File: config.mk
export PLATFORM = sky130hd
export DESIGN_NAME = m_pipe_adder
export DESIGN_NICKNAME = d
export VERILOG_FILES = /design/src/rtl/m_pipe_adder.sv
export SDC_FILE = /design/constraint.sdc
export NUM_CORES = 1
export LEC_CHECK = 0
export BUFFER_PORTS_ARGS = -buffer_cell sky130_fd_sc_hd__buf_2
export CORE_ASPECT_RATIO = 1.25
export CORE_MARGIN = 2
export CORE_UTILIZATION = 47
export DETAILED_ROUTE_END_ITERATION = 8
export GPL_TIMING_DRIVEN = 0
export PLACE_DENSITY = 0.63
export SLEW_MARGIN = 10
export SYNTH_ARGS = -nofsm -noshare
export SYNTH_HDL_FRONTEND = slang
export SYNTH_SLANG_ARGS = --single-unit
File: constraint.sdc
create_clock -name CLK -period 9.3 [get_ports CLK]
set_clock_uncertainty 0.2 [all_clocks]
set_input_delay 2.79 -clock CLK [delete_from_list [all_inputs] [get_ports CLK]]
set_output_delay 2.79 -clock CLK [all_outputs]
set_load 0.01 [all_outputs]
File: src/rtl/m_pipe_adder.sv
// rtl/m_pipe_adder.sv - parametrised pipelined ripple-carry adder/subtractor with valid/ready handshake
//
// Purpose:
//   WIDTH-bit add/subtract split into STAGES = WIDTH/SEG slices, one SEG-bit slice
//   per pipeline stage, carry registered between stages. Operand bits not yet
//   consumed are skewed forward stage by stage; finished result bits accumulate.
//   The whole pipeline advances together whenever the output can move.
//
// Optional feature:
//   M_PIPE_ADDER_OVF_EN - adds output V, signed overflow registered alongside S.
//
// Ports:
//   CLK        in   1      clock, rising edge
//   RST        in   1      synchronous active-high reset
//   IN_VALID   in   1      A/B/Cin/SUB valid
//   IN_READY   out  1      input accepted this cycle (= pipeline advance)
//   A, B       in   WIDTH  operands
//   Cin        in   1      carry-in, ignored when SUB=1
//   SUB        in   1      1: S = A - B, 0: S = A + B + Cin
//   OUT_VALID  out  1      S/Cout valid
//   OUT_READY  in   1      downstream accepts result
//   S          out  WIDTH  sum/difference
//   Cout       out  1      carry-out (for SUB: 1 = no borrow)
//   V          out  1      signed overflow (only with M_PIPE_ADDER_OVF_EN)

module m_pipe_adder #(
    parameter int WIDTH = 16,
    parameter int SEG   = 4
) (
    input  logic             CLK,
    input  logic             RST,
    input  logic             IN_VALID,
    output logic             IN_READY,
    input  logic [WIDTH-1:0] A,
    input  logic [WIDTH-1:0] B,
    input  logic             Cin,
    input  logic             SUB,
    output logic             OUT_VALID,
    input  logic             OUT_READY,
    output logic [WIDTH-1:0] S,
    output logic             Cout
`ifdef M_PIPE_ADDER_OVF_EN
    ,
    output logic             V
`endif
);

    localparam int STAGES = WIDTH / SEG;

    if ((WIDTH % SEG) != 0 || STAGES < 1) begin : g_bad_cfg
        $error("m_pipe_adder: WIDTH must be a non-zero multiple of SEG");
    end

    // Every stage moves on the same condition, so a stalled output freezes the
    // whole pipe and nothing can be overwritten.
    logic adv;
    assign adv      = !OUT_VALID || OUT_READY;
    assign IN_READY = adv;

    // Subtraction is A + ~B + 1; Cin is replaced by the forced 1.
    logic [WIDTH-1:0] b_eff;
    logic             c_first;
    assign b_eff   = SUB ? ~B : B;
    assign c_first = SUB ? 1'b1 : Cin;

    genvar k;
    for (k = 0; k < STAGES; k++) begin : g_st
        logic [SEG-1:0]       a_sl;
        logic [SEG-1:0]       b_sl;
        logic                 c_in;
        logic                 v_in;
        logic [SEG:0]         slice;
        logic [(k+1)*SEG-1:0] sum_d;
        logic [(k+1)*SEG-1:0] sum_q;
        logic                 vld_q;
        logic                 cry_q;

        if (k == 0) begin : g_in
            assign a_sl  = A[SEG-1:0];
            assign b_sl  = b_eff[SEG-1:0];
            assign c_in  = c_first;
            assign v_in  = IN_VALID;
            assign sum_d = slice[SEG-1:0];
        end else begin : g_in
            // Lowest remaining skewed operand bits belong to this stage's slice.
            assign a_sl  = g_st[k-1].g_hi.hi_a[SEG-1:0];
            assign b_sl  = g_st[k-1].g_hi.hi_b[SEG-1:0];
            assign c_in  = g_st[k-1].cry_q;
            assign v_in  = g_st[k-1].vld_q;
            assign sum_d = {slice[SEG-1:0], g_st[k-1].sum_q};
        end

        assign slice = {1'b0, a_sl} + {1'b0, b_sl} + {{SEG{1'b0}}, c_in};

        always_ff @(posedge CLK) begin
            if (RST) begin
                vld_q <= 1'b0;
                cry_q <= 1'b0;
                sum_q <= '0;
            end else if (adv) begin
                vld_q <= v_in;
                cry_q <= slice[SEG];
                sum_q <= sum_d;
            end
        end

        // Operand bits for the slices still ahead; the last stage needs none.
        if (k < STAGES - 1) begin : g_hi
            localparam int HW = WIDTH - (k + 1) * SEG;
            logic [HW-1:0] hi_a_d;
            logic [HW-1:0] hi_b_d;
            logic [HW-1:0] hi_a;
            logic [HW-1:0] hi_b;

            if (k == 0) begin : g_src
                assign hi_a_d = A[WIDTH-1:SEG];
                assign hi_b_d = b_eff[WIDTH-1:SEG];
            end else begin : g_src
                assign hi_a_d = g_st[k-1].g_hi.hi_a[WIDTH-k*SEG-1:SEG];
                assign hi_b_d = g_st[k-1].g_hi.hi_b[WIDTH-k*SEG-1:SEG];
            end

            always_ff @(posedge CLK) begin
                if (RST) begin
                    hi_a <= '0;
                    hi_b <= '0;
                end else if (adv) begin
                    hi_a <= hi_a_d;
                    hi_b <= hi_b_d;
                end
            end
        end
    end

    assign S         = g_st[STAGES-1].sum_q;
    assign Cout      = g_st[STAGES-1].cry_q;
    assign OUT_VALID = g_st[STAGES-1].vld_q;

`ifdef M_PIPE_ADDER_OVF_EN
    // Carry into the MSB is recovered from the MSB sum bit: sum = a ^ b ^ cin.
    logic ovf_d;
    logic ovf_q;
    assign ovf_d = (g_st[STAGES-1].slice[SEG-1] ^ g_st[STAGES-1].a_sl[SEG-1]
                    ^ g_st[STAGES-1].b_sl[SEG-1]) ^ g_st[STAGES-1].slice[SEG];

    always_ff @(posedge CLK) begin
        if (RST) begin
            ovf_q <= 1'b0;
        end else if (adv) begin
            ovf_q <= ovf_d;
        end
    end

    assign V = ovf_q;
`endif

endmodule

---- Yosys cells after proc, flatten, opt, wreduce, memory -nomap -nowiden ----
Cells that the tools add are included.
word-level totals
  flip-flop bits (word level) ............. 96
  bits of input ports ..................... 38
  output and inout bits ................... 19
  logic and storage cells ................. 31
operators by class
  add/subtract/negate cells ............... 8
  muxes and demuxes ....................... 2
  bitwise logic cells ..................... 1
  reduce and logical (&&, ||, !) cells .... 2
operators with widths
  cell              count
  $add 4x4->5       4
  $add 5x1->5       4
  $mux 16           1
  $not 16->16       1
  $logic_not 1->1   1
  $logic_or 1x1->1  1
  $mux 1            1

---- Logic depth before layout (Yosys ltp) ----
  word-level depth ........................ 4
  depth in mapped cells ................... 8
  gate-level depth less buffers ........... 6

---- Worst setup path before layout ----
OpenSTA, ideal clock, no wires.
  path kind ............................... input port to output port
  from .................................... input OUT_READY
  to ...................................... output IN_READY
  arrival time ............................ 3308 ps
  required time ........................... 6310 ps
  slack ................................... 3002 ps
  cell stages on the path ................. 5
  path buffers ............................ 3
  cells stage by stage .................... nor2b_4 -> buf_6 -> inv_4 -> buf_6 -> buf_6
on the way
  longest elaborated chain between the ends .. 1
ends and longest elaborated chain
  what              line  source
  start, declared   39    input logic OUT_READY,
  $logic_or 1x1->1  57    assign adv = !OUT_VALID || OUT_READY;
  end, declared     33    output logic IN_READY,
No other way between the ends.

---- Worst setup path in the final report ----
Same ends and word-level chain as after synthesis.

==> results.sh <==
export IMPL_worst_path_max_fanout=10
export IMPL_rsz0062_at_grt="false"
export IMPL_core_um2=8610
export IMPL_clock_fmax_mhz=151
export IMPL_hold_start="S[5]"
export IMPL_worstSetupPathType="input pin to output pin"
export IMPL_fin_crit_sh_pct=71.4
export IMPL_hold_violations=0
export IMPL_grt_overflow=0
export IMPL_crit_top_cell="buf_6"
export IMPL_synth_seq_area_share_pct=46.6
export IMPL_dieWidth_um=87.7
export IMPL_worst_hold_path_type="flop to flop"
export IMPL_cts_sinks=96
export IMPL_final_setup_worst_slack_ns=2.66
export IMPL_drc_errors=0
export IMPL_place_gp_congestion=0.901
export IMPL_grt_antenna_before_repair=0
export IMPL_slew_limit_headroom_pct=65.2
export IMPL_viasPerCell=4.94
export IMPL_rows=38
export IMPL_synthArstFlopShare_pct=0
export IMPL_cts_tree="yes"
export IMPL_io_buffers=55
export IMPL_cap_viol_max_count=0
export IMPL_synthTopCellsByArea="dfxtp_1 47%, nand2_1 13%, a21oi_1 9.0%"
export IMPL_final_setup_tns_ns=0
export IMPL_post_place_ws_ns=2.65
export IMPL_drive_gt1_share_pct=21.4
export IMPL_crit_path_cell_trace="buf_2, nor2b_4, buf_6, inv_4, buf_6, buf_6, buf_2"
export IMPL_syn_nets=530
export IMPL_post_cts_buffers=0
export IMPL_syn_area_um2=4120
export IMPL_grt_pass1_vias=3062
export IMPL_dieArea_um2=9540
export IMPL_die_height_um=109
export IMPL_ant_nets=0
export IMPL_path_clk_slew_ns=0.09
export IMPL_critPathLaunchType="input pin"
export IMPL_crit_start="OUT_READY"
export IMPL_pin_count=57
export IMPL_synth_seq_cells=96
export IMPL_yosysMostFrequentCell="nand2_1"
export IMPL_syn_inst=472
export IMPL_synth_edff_count=0
export IMPL_h_tree_depth=3
export IMPL_avgSynthCellArea_um2=8.73
export IMPL_layout_nets=596
export IMPL_cts_resized=0
export IMPL_totalWireLength_mm=8.99
export IMPL_setup_viol=0
export IMPL_wl_per_cell_um=13.6
export IMPL_synth_top_area_cell="dfxtp_1"
export IMPL_period_minus_slack_ns=6.64
export IMPL_root_buffer="clkbuf_8"
export IMPL_multi_input_comb_area_um2=1950
export IMPL_worst_pin_slew_ns=0.522
export IMPL_grt_usage_pct=20.4
export IMPL_cts_made_buffers=9
export IMPL_hold_buffers=0
export IMPL_regArea_um2=1920
export IMPL_cp_data_arrival_time_ns=3.65
export IMPL_grt_max_degree=15
export IMPL_synth_top_area_share_pct=46.6
export IMPL_cts_buffer_depth=2
export IMPL_area_growth_pct=14.2
export IMPL_drv_slew=0
export IMPL_diodes=0
export IMPL_netlist_top_cells_count="141 x nand2_1, 96 x dfxtp_1, 74 x a21oi_1, 24 x nor2_1, 20 x buf_2"
export IMPL_initialDrtViolationCount=82
export IMPL_drtPass1Iterations=4
export IMPL_holdWs_ns=0.249
export IMPL_ys_flop_type="dfxtp_1"
export IMPL_dr_total_vias=3263
export IMPL_cpPeakStageDelay_ns=0.16
export IMPL_clock_latency_ns=0.36
export IMPL_cp_end_kind="output pin"
export IMPL_p_total_mw=0.786
export IMPL_vdd_ir_drop_max_mv=0.0835
export IMPL_grt_pass1_wl_mm=14.7
export IMPL_floorplan_initialDensity_pct=47.9
export IMPL_rr_startpoint="g_st[2].cry_q"
export IMPL_worstPathRequired_ns=6.31
export IMPL_cellPowerDensity_nw_per_um2=167
export IMPL_synth_warnings=0
export IMPL_status="completed"
export IMPL_ys_types=29
export IMPL_n_fill_cell=876
export IMPL_dpl_hpwl_mm=6.74
export IMPL_p_leak_nw=1.97
export IMPL_cp_slowest_cell="buf_6"
## worst max-delay path: cells and delay by family
family        cells  cell delay, ns
buf+inv           6            0.75
simple gates      1            0.10
## path summary, 6_finish.rpt
| check | end | slack [ns] | cells past startpoint |
|---|---|---|---|
| hold / removal | S[5] | 0.25 | 2 |
| hold reg to reg | S[5] | 0.25 | 2 |
| setup reg to reg | Cout | 7.26 | 5 |
| setup / recovery | IN_READY | 2.66 | 7 |
## through the flow
stage / instances / area [um^2] / util, %
6_report: 661 / 4710 / 54.7
5_1_grt: 661 / 4710 / 54.7
4_1_cts: 661 / 4710 / 54.7
3_5_place_dp: 647 / 4550 / 52.8
3_3_place_gp: 647 / 4550 / 52.8
2_1_floorplan: 472 / 4120 / -
## registers in the layout (all words and copies together), names as in the netlist
name            count
Cout                1
OUT_VALID           1
S                  16
g_st.cry_q          3
g_st.g_hi.hi_a     24
g_st.g_hi.hi_b     24
g_st.sum_q         24
g_st.vld_q          3
## final cells by class
class | count | share of cell area (%)
Buffer | 34 | 4.44
Clock buffer | 11 | 3.00
Tap cell | 120 | 3.19
Sequential cell | 96 | 40.8
Inverter | 9 | 0.771
Timing Repair Buffer | 55 | 5.85
Multi-Input combinational cell | 333 | 41.5
Clock inverter | 3 | 0.425
## cells in the final DEF, fill, tap and decap left out
master	netlist	layout
buf_6	5	5
xor2_1	6	6
nor2_1	24	24
fa_1	8	8
nor2b_4	1	1
a21o_1	4	4
nand2_1	141	141
inv_4	1	1
ha_1	12	12
buf_4	5	5
clkinvlp_4	0	2
nand3_1	2	2
nor3_1	1	1
nand2b_1	2	2
inv_1	8	8
dfxtp_1	96	96
o21ai_0	2	2
a211oi_1	7	7
nand4_1	1	1
xnor2_1	14	14
a2111o_1	4	4
nand3b_1	6	6
or3_1	2	2
o211ai_1	3	3
nor2b_1	3	3
a21oi_1	74	74
clkbuf_1	4	5
clkinv_2	0	1
buf_2	20	75
a211oi_2	15	15
clkbuf_8	0	10
or2_2	1	1
## kinds of logic after synthesis
kind of cell | after synthesis | share of synthesized area, %
compound gates | 109 | 17.4
xor+xnor | 20 | 4.25
fa+ha+maj | 20 | 7.53
buf+inv | 43 | 5.95
flops | 96 | 46.6
simple gates | 184 | 18.2
## where the power goes
part	switching (mW)	internal, mW	total, mW
Sequential	0.0141	0.438	0.452
Clock	0.137	0.101	0.238
Combinational	0.0514	0.0444	0.0958
Total	0.202	0.584	0.786
## per-layer routing
layer | GRT usage (%) | share of wire (%) | vias up
met4 | 8.68 | 1.7 | 0
met1 | 25.9 | 45 | 1512
li1 | - | - | 1689
met2 | 34.6 | 50 | 53
met3 | 2.57 | 3.3 | 9
met5 | 0 | 0 | -
No activity file was read; power rests on OpenSTA's default activity.
